==> src/rtl/div_pkg.sv <==
// Shared definitions for the divider dispatch path: default widths and FSM encoding.
package div_pkg;

  localparam int unsigned DIV_N    = 16;
  localparam int unsigned DIV_TAGW = 4;

  typedef enum logic [1:0] {
    ST_IDLE   = 2'd0,
    ST_LAUNCH = 2'd1,
    ST_WAIT   = 2'd2,
    ST_HOLD   = 2'd3
  } div_state_e;

endpackage

==> src/rtl/div_opfifo.sv <==
// Operand FIFO for div_dispatch: power-of-two depth, registered ready, head read combinationally.
module div_opfifo #(
  parameter int unsigned W     = 36,
  parameter int unsigned DEPTH = 4
) (
  input  logic         clk,
  input  logic         rst_n,
  input  logic         push,
  input  logic         pop,
  input  logic [W-1:0] wdata,
  output logic [W-1:0] head_c,
  output logic         empty_c,
  output logic         ready
);

  localparam int unsigned AW = $clog2(DEPTH);
  localparam int unsigned CW = $clog2(DEPTH + 1);

  logic [W-1:0]  mem [DEPTH];
  logic [AW-1:0] wr_q;
  logic [AW-1:0] rd_q;
  logic [CW-1:0] cnt_q;
  logic [CW-1:0] cnt_d;
  logic          do_push;
  logic          do_pop;

  assign empty_c = (cnt_q == '0);
  assign do_push = push && ready;
  assign do_pop  = pop && !empty_c;
  assign head_c  = mem[rd_q];

  always_comb begin
    cnt_d = cnt_q;
    if (do_push && !do_pop) begin
      cnt_d = cnt_q + CW'(1);
    end else if (!do_push && do_pop) begin
      cnt_d = cnt_q - CW'(1);
    end
  end

  // Pointers wrap naturally because DEPTH is a power of two.
  always_ff @(posedge clk or negedge rst_n) begin
    if (!rst_n) begin
      wr_q  <= '0;
      rd_q  <= '0;
      cnt_q <= '0;
      ready <= 1'b0;
    end else begin
      if (do_push) wr_q <= wr_q + AW'(1);
      if (do_pop)  rd_q <= rd_q + AW'(1);
      cnt_q <= cnt_d;
      ready <= (cnt_d != CW'(DEPTH));
    end
  end

  always_ff @(posedge clk) begin
    if (do_push) mem[wr_q] <= wdata;
  end

endmodule

==> src/rtl/div_dispatch.sv <==
// Queues signed divide requests and launches them one at a time into an external divider,
// with a completion watchdog and a held result until the consumer accepts it.
module div_dispatch
  import div_pkg::*;
#(
  parameter int unsigned N     = DIV_N,
  parameter int unsigned DEPTH = 4,
  parameter int unsigned TAGW  = DIV_TAGW,
  parameter int unsigned TMO   = 64
) (
  input  logic            clk,
  input  logic            rst_n,
  input  logic            in_valid,
  output logic            in_ready,
  input  logic [N-1:0]    in_dividend,
  input  logic [N-1:0]    in_divisor,
  input  logic [TAGW-1:0] in_tag,
  output logic            div_start,
  output logic [N-1:0]    div_dividend,
  output logic [N-1:0]    div_divisor,
  input  logic            div_busy,
  input  logic            div_done,
  input  logic [N-1:0]    div_quotient,
  output logic            out_valid,
  input  logic            out_ready,
  output logic [N-1:0]    out_quotient,
  output logic [TAGW-1:0] out_tag,
  output logic            out_dz,
  output logic            out_err
);

  localparam int unsigned FW  = 2 * N + TAGW;
  localparam int unsigned WDW = $clog2(TMO + 1);

  div_state_e     state_q, state_d;
  logic [WDW-1:0] wd_q, wd_d;
  logic [FW-1:0]  head_c;
  logic           empty_c;
  logic           fifo_push;
  logic           pop_c;
  logic           cap_c;
  logic           cap_err_c;
  logic           start_d;
  logic           valid_d;
  logic [N-1:0]   opa_d;
  logic [N-1:0]   opb_d;
  logic [N-1:0]   h_dd;
  logic [N-1:0]   h_dv;
  logic [TAGW-1:0] h_tag;

  assign fifo_push = in_valid && in_ready;
  assign h_dd  = head_c[FW-1 -: N];
  assign h_dv  = head_c[N+TAGW-1 -: N];
  assign h_tag = head_c[TAGW-1:0];

  div_opfifo #(
    .W     (FW),
    .DEPTH (DEPTH)
  ) u_fifo (
    .clk     (clk),
    .rst_n   (rst_n),
    .push    (fifo_push),
    .pop     (pop_c),
    .wdata   ({in_dividend, in_divisor, in_tag}),
    .head_c  (head_c),
    .empty_c (empty_c),
    .ready   (in_ready)
  );

  // State register and watchdog.
  always_ff @(posedge clk or negedge rst_n) begin
    if (!rst_n) begin
      state_q <= ST_IDLE;
      wd_q    <= '0;
    end else begin
      state_q <= state_d;
      wd_q    <= wd_d;
    end
  end

  // Next state; done wins over a timeout landing in the same cycle.
  always_comb begin
    state_d   = state_q;
    wd_d      = wd_q;
    pop_c     = 1'b0;
    cap_c     = 1'b0;
    cap_err_c = 1'b0;
    case (state_q)
      ST_IDLE: begin
        if (!empty_c && !div_busy) state_d = ST_LAUNCH;
      end
      ST_LAUNCH: begin
        wd_d    = '0;
        state_d = ST_WAIT;
      end
      ST_WAIT: begin
        if (div_done) begin
          cap_c   = 1'b1;
          pop_c   = 1'b1;
          state_d = ST_HOLD;
        end else if (wd_q == WDW'(TMO - 1)) begin
          cap_c     = 1'b1;
          cap_err_c = 1'b1;
          pop_c     = 1'b1;
          state_d   = ST_HOLD;
        end else begin
          wd_d = wd_q + WDW'(1);
        end
      end
      ST_HOLD: begin
        if (out_ready) state_d = ST_IDLE;
      end
      default: state_d = ST_IDLE;
    endcase
  end

  // Output decode from the next state so the registered outputs line up with the state.
  always_comb begin
    start_d = (state_d == ST_LAUNCH);
    valid_d = (state_d == ST_HOLD);
    opa_d   = '0;
    opb_d   = '0;
    if (state_d == ST_LAUNCH || state_d == ST_WAIT) begin
      opa_d = h_dd;
      opb_d = h_dv;
    end
  end

  always_ff @(posedge clk or negedge rst_n) begin
    if (!rst_n) begin
      div_start    <= 1'b0;
      out_valid    <= 1'b0;
      div_dividend <= '0;
      div_divisor  <= '0;
    end else begin
      div_start    <= start_d;
      out_valid    <= valid_d;
      div_dividend <= opa_d;
      div_divisor  <= opb_d;
    end
  end

  // Result registers, loaded once per request at the end of WAIT.
  always_ff @(posedge clk or negedge rst_n) begin
    if (!rst_n) begin
      out_quotient <= '0;
      out_tag      <= '0;
      out_dz       <= 1'b0;
      out_err      <= 1'b0;
    end else if (cap_c) begin
      out_quotient <= cap_err_c ? '0 : div_quotient;
      out_tag      <= h_tag;
      out_dz       <= (h_dv == '0);
      out_err      <= cap_err_c;
    end
  end

endmodule

==> config.mk <==
export PLATFORM = sky130hd
export DESIGN_NAME = div_dispatch
export DESIGN_NICKNAME = d
export VERILOG_FILES = /design/src/rtl/div_pkg.sv /design/src/rtl/div_opfifo.sv /design/src/rtl/div_dispatch.sv
export SDC_FILE = /design/constraint.sdc
export NUM_CORES = 1
export LEC_CHECK = 0
export CORE_ASPECT_RATIO = 1.25
export CORE_MARGIN = 1.5
export CORE_UTILIZATION = 58
export CTS_CLUSTER_SIZE = 20
export DETAILED_ROUTE_END_ITERATION = 8
export GPL_ROUTABILITY_DRIVEN = 0
export PLACE_DENSITY = 0.84
export SETUP_SLACK_MARGIN = 0.02
export SLEW_MARGIN = 5
export SYNTH_ARGS = -nofsm -noshare
export SYNTH_HDL_FRONTEND = slang
export SYNTH_HIERARCHICAL = 1
export SYNTH_SLANG_ARGS = --single-unit
export TNS_END_PERCENT = 10
==> constraint.sdc <==
create_clock -name clk -period 4.4 [get_ports clk]
set_clock_uncertainty 0.2 [all_clocks]
set_input_delay 0.66 -clock clk [delete_from_list [all_inputs] [get_ports clk]]
set_output_delay 0.66 -clock clk [all_outputs]
set_load 0.05 [all_outputs]
==> results.yml, run 1 <==
global_routing:
  busiest_layer: "met2"
  grt_pass1_wl_um: 22800
  grtUsageMet3: 0.0356
  grt_start_max_net_pins: 74
  grt_util_all_layers: 0.209
  grtUsageMet2: 0.366
  grt_use_met1: 0.254
  antenna_found_initial: 0
  overflow: 0
  grt_pass1_vias: 4308
route:
  drt_first_iter_violations: 245
  dr.pass1.iters: 7
  ant_nets: 0
  detail_route.wl_per_cell_um: 20.2
  drc: 0
  num_vias: 4143
  drt-total-wl_um: 14900
  viasPerCell: 5.64
clock_tree:
  hold_buffers: 0
  ctsLongestPathBuffers: 3
  tritoncts: "yes"
  clk_pin_slew_ns: 0.06
  numClockSinks: 217
  htree_levels: 1
  post_cts_resized: 0
  postCtsSetupBuffers: 0
  root_buffer: "clkbuf_16"
  worstSkewPairLatency_ns: 0.48
  cts_buffers: 21
place:
  placed_cell_area_um2: 9470
  place_hpwl_um: 9260
  portBuffers: 114
run_status:
  status: "complete, no violations"
logic_synthesis:
  synth_edf_count: 144
  ys_warn_count: 6
  ys_seq_area_frac: 0.752
  synth.ff_latch_count: 217
  synth-async-reset-ratio: 0.336
  avgSynthCellArea_um2: 19.5
  ys_types: 47
  syn-num-nets: 488
  ys.flop_type: "edfxtp_1"
  syn-cell-area_um2: 8180
  synthCells: 420
sta:
  fmax_mhz: 352
  period_minus_slack_ns: 2.84
  hold_viol: 0
  setup-violations-final: 0
  worst_pin_slew_ns: 0.994
  maxSlewViolCount: 0
  slew_headroom: 0.335
  hold_ws_ns: 0.127
  rsz0062_at_grt: "no"
  finalCritPeriodShare: 0.645
  tns_ns: 0
die:
  die_h_um: 136
  initial_utilization: 0.592
  std_cell_rows: 48
  die-area_um2: 14800
  die_w_um: 109
  io_pins: 115
  core-area_um2: 13800
power_and_ir_drop:
  p_sw_mw: 2.63
  power_density_nw_per_um2: 742
  internal_power_mw: 4.89
  seq_power_share: 0.404
  p_sw_frac: 0.350
  ir_drop_v: 0.000579
  clock_power_share: 0.232
  p_leak_nw: 3.75
  finalPower_mw: 7.53
  comb_power_share: 0.363
finish:
  syn2layout_area_growth_pct: 24.1
  final_core_util: 0.735
  fillers: 815
  final_area_um2: 10100
  layout.nets: 614
  diodes: 0
  layout-drive-gt1-share: 0.164
worst_setup_path:
  cp_max_fo: 32
  worst_setup_path_end_kind: "register"
  required_ns: 4.59
  path_class: "register to register"
  start_kind: "register"
  critical_path.max_stage_delay_ns: 0.52
  crit_arrival_ns: 3.03
  path_cells: "ha_1 -> nand4b_1 -> o21ai_0 -> a21boi_0 -> ha_1 -> buf_4 -> nor2b_1"
  crit_slowest_cell: "o21ai_0"
  cpMostUsedCell: "ha_1"
hold_path:
  hold_path.class: "input port to async pin"
run:
  cap_violations: 0
-- worst max-delay path: cells and delay by family, from the launching register on --
family	cells	cell delay, ns
and+or+nand+nor	2	0.44
buffers and inverters	1	0.25
adders and majority gates	2	0.52
AOI/OAI and AO/OA	2	0.93
DFF	1	0.40
-- sequential cells by signal (all words and copies together) (netlist names) --
register / count
u_fifo/wr_q: 2
div_dividend: 16
state_q: 2
out_quotient: 16
wd_q: 7
u_fifo/ready: 1
out_valid: 1
u_fifo/mem: 144
div_divisor: 16
u_fifo/cnt_q: 3
u_fifo/rd_q: 2
out_tag: 4
div_start: 1
out_dz: 1
out_err: 1
-- power groups by stage --
stage	Clock (mW)	Combinational, mW	Sequential, mW
global route	1.86	2.91	3.10
floorplan	0	1.29	3.67
finish	1.75	2.73	3.04
global placement	0	2.68	3.05
CTS	1.79	2.77	3.05
detailed placement	0	2.75	3.08
-- cells in the final DEF (no fill, tap or decap), types with 10 or more instances in the layout --
cell	count
mux4_2	36
nor2b_1	35
ha_1	10
a22o_1	16
clkdlybuf4s50_1	113
clkbuf_16	21
dfrtp_1	71
edfxtp_1	144
inv_1	11
nand2_1	10
-- kinds of logic (layout without fill, tap and decap cells) --
family                   count (synthesis)  in the layout  share of synthesized area
AO/OA/AOI/OAI                           32             32                     0.0318
XOR/XNOR                                 4              4                    0.00428
adder cells (fa/ha/maj)                 10             10                     0.0153
buffers and inverters                   26            166                     0.0164
flip-flops                             217            217                      0.752
multiplexers                            48             48                      0.116
AND/OR/NAND/NOR                         83             83                     0.0637
-- per-stage QoR --
step                      worst slack, ns  cells
final                                1.56    735
after global placement               1.53    698
after floorplan                      2.05    420
after detailed placement             1.37    698
after global routing                 1.29    735
after CTS                            1.54    735
-- worst paths after layout --
check,cells after the start,slack (ns),from,end
max,7,1.56,wd_q[0],div_dividend[2]
min,1,0.13,rst_n,out_err
max in group asynchronous,1,3.23,rst_n,u_fifo/rd_q[1]
max reg2reg,7,1.56,wd_q[0],div_dividend[2]
min in group clk,1,0.29,out_quotient[11],out_quotient[11]
min reg2reg,1,0.29,out_quotient[11],out_quotient[11]
-- metal layers --
layer / share of wire / wire [um]
met1: 0.38 / 5640
met5: 0 / 0
met3: 0.059 / 875
met2: 0.53 / 7810
met4: 0.035 / 521
-- cell usage after synthesis (3+ instances only) --
library cell,number,share of area
dfrtp_1,73,0.22
clkbuf_1,3,0.0014
mux2_2,4,0.0055
nand2_1,10,0.0046
nand3_1,3,0.0018
inv_1,11,0.0050
nor2b_1,35,0.027
buf_6,3,0.0041
mux2i_1,5,0.0061
ha_1,10,0.015
mux2_4,3,0.0055
mux4_2,36,0.099
nor2_1,3,0.0014
nand2b_1,4,0.0031
xnor2_1,4,0.0043
and3_2,4,0.0037
a22o_1,16,0.017
edfxtp_1,144,0.53
nor4_1,5,0.0038
nor3b_1,4,0.0037
buf_2,8,0.0049
-- area by class of cell --
| type | instances | area [um^2] | share of cell area |
|---|---|---|---|
| Multi-Input combinational cell | 177 | 1890 | 0.186 |
| Tap cell | 175 | 219 | 0.0216 |
| Clock buffer | 23 | 533 | 0.0525 |
| Sequential cell | 217 | 6150 | 0.606 |
| Inverter | 11 | 41.3 | 0.00407 |
| Clock inverter | 14 | 143 | 0.0141 |
| Timing Repair Buffer | 118 | 1170 | 0.115 |
Note: power is estimated with default switching activity, not from simulation.
==> run 2: changes to the inputs <==
--- a/config.mk
+++ b/config.mk
@@ -7,11 +7,11 @@
 export LEC_CHECK = 0
 export CORE_ASPECT_RATIO = 1.25
 export CORE_MARGIN = 1.5
-export CORE_UTILIZATION = 58
+export CORE_UTILIZATION = 54
 export CTS_CLUSTER_SIZE = 20
 export DETAILED_ROUTE_END_ITERATION = 8
 export GPL_ROUTABILITY_DRIVEN = 0
-export PLACE_DENSITY = 0.84
+export PLACE_DENSITY = 0.79
 export SETUP_SLACK_MARGIN = 0.02
 export SLEW_MARGIN = 5
 export SYNTH_ARGS = -nofsm -noshare
==> constraint.sdc (replaced) <==
create_clock -name clk -period 2.8 [get_ports clk]
set_clock_uncertainty 0.2 [all_clocks]
set_input_delay 0.42 -clock clk [delete_from_list [all_inputs] [get_ports clk]]
set_output_delay 0.42 -clock clk [all_outputs]
set_load 0.05 [all_outputs]
==> run 2 against run 1 <==
Net effect:
- clock power up 59%
- via count increased by 2.8%
- flip-flop and latch count stayed put
- fmax increased by 10%
- setup slack worse by 1.3 ns
- register-to-register slack got worse by 1.3 ns
- wire length grew 4.1%
- final cell count grew 2.9%
- first-iteration DRC count up 15%
- hold slack improved by 0.17 ns
- combinational power increased by 69%
- highest routed layer unchanged
- critical endpoint is now div_divisor[10]
- die area up 7.2%
==> results.yml, run 2 (synthesized netlist as in run 1, its figures left out) <==
power_and_ir_drop:
  ir_drop_v: 0.000549
  p_leak_nw: 3.84
  internal_power_mw: 7.87
  comb_power_share: 0.381
  p_sw_frac: 0.349
  clock_power_share: 0.230
  power_density_nw_per_um2: 1170
  finalPower_mw: 12.1
  seq_power_share: 0.389
  p_sw_mw: 4.21
clock_tree:
  worstSkewPairLatency_ns: 0.49
  clk_pin_slew_ns: 0.06
  tritoncts: "yes"
  cts_buffers: 21
  root_buffer: "clkbuf_16"
  ctsLongestPathBuffers: 3
  numClockSinks: 217
  htree_levels: 1
sta:
  finalCritPeriodShare: 0.918
  tns_ns: 0
  maxSlewViolCount: 0
  rsz0062_at_grt: "no"
  worst_pin_slew_ns: 0.893
  slew_headroom: 0.405
  hold_viol: 0
  fmax_mhz: 389
  hold_ws_ns: 0.293
  period_minus_slack_ns: 2.57
  finalWorstSetupSlack_ns: 0.229
  setup-violations-final: 0
place:
  placed_cell_area_um2: 9610
  place_hpwl_um: 9730
  portBuffers: 114
  dp.cells: 718
  pre_cts_slack_ns: 0.180
die:
  die_h_um: 141
  std_cell_rows: 50
  initial_utilization: 0.549
  core-area_um2: 14900
  die_w_um: 113
  io_pins: 115
  die-area_um2: 15900
run_status:
  status: "complete, no violations"
route:
  drt_first_iter_violations: 281
  ant_nets: 0
  detail_route.wl_per_cell_um: 20.5
  drt-total-wl_um: 15500
  num_vias: 4257
  drc: 0
  viasPerCell: 5.63
  dr.pass1.iters: 6
global_routing:
  grt_pass1_wl_um: 24600
  antenna_found_initial: 0
  overflow: 0
  grt_start_max_net_pins: 68
  grt_pass1_vias: 4637
  grt_util_all_layers: 0.202
worst_setup_path:
  required_ns: 2.99
  worst_setup_path_end_kind: "register"
  cp-endpoint: "div_divisor[10]"
  critPathLaunch: "u_fifo/cnt_q[0]"
  path_class: "register to register"
  start_kind: "register"
  rrSetupSlack_ns: 0.23
  worstRegToRegCells: 9
  crit_arrival_ns: 2.76
  cp_max_fo: 32
  r2r_start: "u_fifo/cnt_q[0]"
  r2r_end: "div_divisor[10]"
finish:
  diodes: 0
  largest_register_ffs: 144
  syn2layout_area_growth_pct: 25.9
  final_common_cell: "edfxtp_1"
  layout.nets: 628
  regMostFlops: "u_fifo/mem"
  layout_common_cells: "144 x edfxtp_1, 113 x clkdlybuf4s50_1, 71 x dfrtp_1"
  final_area_um2: 10300
  layout-drive-gt1-share: 0.179
  final_core_util: 0.691
  fillers: 947
  layoutNonFillerInstCount: 756
run:
  cap_violations: 0
hold_path:
  hold_path.class: "register to register"
run 2: power groups by stage:
| stage | registers [mW] | clock network, mW | logic (mW) |
|---|---|---|---|
| finish | 4.69 | 2.78 | 4.61 |
| detailed placement | 4.76 | 0 | 4.64 |
| floorplan | 5.77 | 0 | 2.03 |
| global route | 4.77 | 2.97 | 4.90 |
| global placement | 4.72 | 0 | 4.50 |
| CTS | 4.70 | 2.83 | 4.69 |
run 2: final cells by class:
cell class | instances | area (um^2) | share of cell area
Sequential cell | 217 | 6150 | 0.598
Multi-Input combinational cell | 177 | 1890 | 0.184
Timing Repair Buffer | 132 | 1300 | 0.126
Clock buffer | 28 | 562 | 0.0546
Tap cell | 182 | 228 | 0.0221
Clock inverter | 9 | 118 | 0.0114
Inverter | 11 | 41.3 | 0.00401
run 2: timing repair:
action,4_1_cts,5_1_grt
hold buffers,1,0
hold endpoints to repair,66,0
buffers inserted,0,0
gates resized for setup,0,1
endpoints found under the setup margin,0,10
run 2: worst max-delay path, cell delays in order (launching register included):
cell and delay, ns:
dfrtp_1 0.42, inv_1 0.11, ha_1 0.22, nand2b_1 0.19
inv_1 0.08, or3_1 0.31, a21boi_1 0.26, ha_1 0.31
buf_12 0.18, nor2b_1 0.18
run 2: per-layer routing:
metal / vias to the layer above / global-route usage / routed length [um]
met2: 132 / 0.366 / 8260
met3: 22 / 0.0370 / 809
li1: 1913 / - / -
met5: - / 0 / 0
met4: 0 / 0.0533 / 242
met1: 2190 / 0.250 / 6160
run 2: how the worst min path moves through the flow:
stage,start,endpoint,slack [ns],cells past startpoint
finish,out_err,out_err,0.29,1
global route,out_quotient[6],out_quotient[6],0.32,1
CTS,out_err,out_err,0.30,1
detailed placement,out_err,out_err,0.28,1
global placement,out_quotient[8],out_quotient[8],0.28,1
floorplan,rst_n,div_dividend[0],-0.08,0
==> run 3: changes to the inputs <==
--- a/config.mk
+++ b/config.mk
@@ -5,13 +5,13 @@
 export SDC_FILE = /design/constraint.sdc
 export NUM_CORES = 1
 export LEC_CHECK = 0
+export ABC_AREA = 1
 export CORE_ASPECT_RATIO = 1.25
 export CORE_MARGIN = 1.5
-export CORE_UTILIZATION = 54
+export CORE_UTILIZATION = 35
 export CTS_CLUSTER_SIZE = 20
 export DETAILED_ROUTE_END_ITERATION = 8
 export GPL_ROUTABILITY_DRIVEN = 0
-export PLACE_DENSITY = 0.79
 export SETUP_SLACK_MARGIN = 0.02
 export SLEW_MARGIN = 5
 export SYNTH_ARGS = -nofsm -noshare
==> run 3 against run 2 <==
Net effect:
- wire length is 15% higher
- flip-flop and latch count unchanged
- core utilization shrank 24 points
- sequential power about the same
- die area grew 58%
- hold slack lost 0.11 ns
- sequential share of layout area decreased by 2.6 points
- critical path type is now register to output pin
- largest cell class unchanged
==> results.yml, run 3 <==
power_and_ir_drop:
  power_density_nw_per_um2: 1180
  p_leak_nw: 4.19
  ir_drop_v: 0.000533
worst_setup_path:
  crit_slowest_cell: "clkdlybuf4s50_1"
  path_cells: "clkdlybuf4s50_1"
  worstRegToRegCells: 10
  path_class: "register to output pin"
  critPathLaunch: "u_fifo/ready"
  r2r_end: "out_dz"
  critical_path.max_stage_delay_ns: 0.82
  cp_max_fo: 3
  crit_arrival_ns: 1.71
  start_kind: "register"
  path_buf_inv: 1
  required_ns: 2.18
  r2r_start: "u_fifo/rd_q[0]"
  worst_setup_path_end_kind: "output pin"
  rrSetupSlack_ns: 0.58
  cpLargestDelayFamily: "buffers and inverters"
logic_synthesis:
  synth-async-reset-ratio: 0.336
  ys.flop_type: "edfxtp_1"
  yosys.area.top_type_share: 0.510
  synthCells: 685
  syn-cell-area_um2: 8470
  syn-num-nets: 753
  yosys-top-cells-area: "edfxtp_1 51%, dfrtp_1 22%, nor2_1 5.3%"
  synth_edf_count: 144
  synth.most_common_cell: "edfxtp_1"
  ys_top_cells_by_count: "144 x edfxtp_1, 120 x nor2_1, 73 x dfrtp_1"
  ys_types: 32
  ys_warn_count: 6
  post-synth-top-area-cell: "edfxtp_1"
  synth.ff_latch_count: 217
  avgSynthCellArea_um2: 12.4
  ys_seq_area_frac: 0.726
sta:
  setup-violations-final: 0
  finalCritPeriodShare: 0.832
  fmax_mhz: 429
  hold_viol: 0
  rsz0062_at_grt: "no"
  maxSlewViolCount: 0
  slew_headroom: 0.637
  period_minus_slack_ns: 2.33
  worst_pin_slew_ns: 0.543
clock_tree:
  post_cts_resized: 0
  clk_pin_slew_ns: 0.06
  numClockSinks: 217
  tritoncts: "yes"
  htree_levels: 1
  root_buffer: "clkbuf_16"
  cts_buffers: 22
  postCtsSetupBuffers: 0
  ctsLongestPathBuffers: 3
  worstSkewPairLatency_ns: 0.50
route:
  viasPerCell: 4.57
  num_vias: 5244
  drc: 0
  dr.pass1.iters: 4
  drt-total-wl_um: 17800
  detail_route.wl_per_cell_um: 15.5
  ant_nets: 0
  drt_first_iter_violations: 245
global_routing:
  grt_pass1_wl_um: 28500
  antenna_found_initial: 0
  grt_util_all_layers: 0.145
  overflow: 0
  grt_start_max_net_pins: 54
  grt_pass1_vias: 5337
finish:
  regMostFlops: "u_fifo/mem"
  layout-drive-gt1-share: 0.0961
  largest_register_ffs: 144
  layout.nets: 874
  final_core_util: 0.453
  diodes: 0
  final_area_um2: 10800
  final_common_cell: "edfxtp_1"
  layout_common_cells: "144 x edfxtp_1, 116 x nor2_1, 113 x clkdlybuf4s50_1"
  syn2layout_area_growth_pct: 26.9
die:
  die-area_um2: 25200
  die_w_um: 142
  io_pins: 115
  std_cell_rows: 63
  die_h_um: 177
  core-area_um2: 23700
  initial_utilization: 0.357
run:
  cap_violations: 0
place:
  place_hpwl_um: 11000
  portBuffers: 114
  placed_cell_area_um2: 10100
run_status:
  status: "complete, no violations"
hold_path:
  hold_path.class: "input port to async pin"
## run 3: cell types whose count changed after synthesis, moves of 27 or more
cell,change
inv_1,+39
nor2_1,+117
nand3_1,+27
mux4_2,-36
nand2_1,+59
nor2b_1,-35
o22ai_1,+35
o21ai_0,+64
## run 3: kinds of logic (layout without fill, tap and decap cells)
group / Yosys count / in the layout / share of synthesized area
flip-flops: 217 / 217 / 0.726
buffers and inverters: 87 / 224 / 0.0464
AND/OR/NAND/NOR: 244 / 244 / 0.127
XOR/XNOR: 6 / 6 / 0.00620
AO/OA/AOI/OAI: 121 / 121 / 0.0793
adder cells (fa/ha/maj): 10 / 10 / 0.0148
## run 3: worst max path at each step
stage,end,cells past startpoint
6_report,in_ready,1
5_1_grt,out_dz,10
4_1_cts,in_ready,1
3_5_place_dp,div_divisor[10],8
3_3_place_gp,div_dividend[1],8
2_1_floorplan,u_fifo/mem[0][0],4
## run 3: area by class of cell
cell class	count	area, um^2
multi-input cells	381	1960
clock buffers	31	616
inverters	57	219
repair buffers	127	1330
clock inverters	9	75.1
well taps	325	407
flip-flops and latches	217	6150
fillers	2164	13000
## run 3: worst register-to-register path: stages (launching register included)
cell and delay, ns:
dfrtp_2 0.63, inv_4 0.31, o21ai_0 0.23, o22ai_1 0.09, inv_1 0.08, nand2_1 0.05, nor3_1 0.18, nand2_1 0.09
nor2_1 0.17, nand2_1 0.09, nand2_1 0.06
## run 3: metal layers
layer	wire length (um)	vias to the layer above	GRT usage
met5	0	-	0
met4	298	0	0.0399
met3	808	22	0.0230
met2	9030	119	0.260
met1	7610	2520	0.182
li1	-	2583	-
## run 3: repair_timing
action,CTS,global route
endpoints found under the hold margin,58,0
endpoints found under the setup margin,0,0
hold buffers,1,0
## run 3: report_power, final
group / switching (mW) / internal, mW / leakage [nW]
combinational: 3.55 / 1.67 / 1.61
sequential: 0.368 / 4.34 / 2.25
clock: 1.15 / 1.63 / 0.330
## run 3: metrics by stage
stage	worst slack, ns	hold slack [ns]	TNS, ns	total power, mW	instances
6_report	0.469	0.179	0	12.7	1147
5_1_grt	0.338	0.198	0	13.5	1147
4_1_cts	0.443	0.173	0	12.9	1147
3_5_place_dp	0.456	0.147	0	10.1	1106
3_3_place_gp	0.480	0.145	0	9.99	1106
2_1_floorplan	-0.324	-0.0756	-46.70	8.24	685
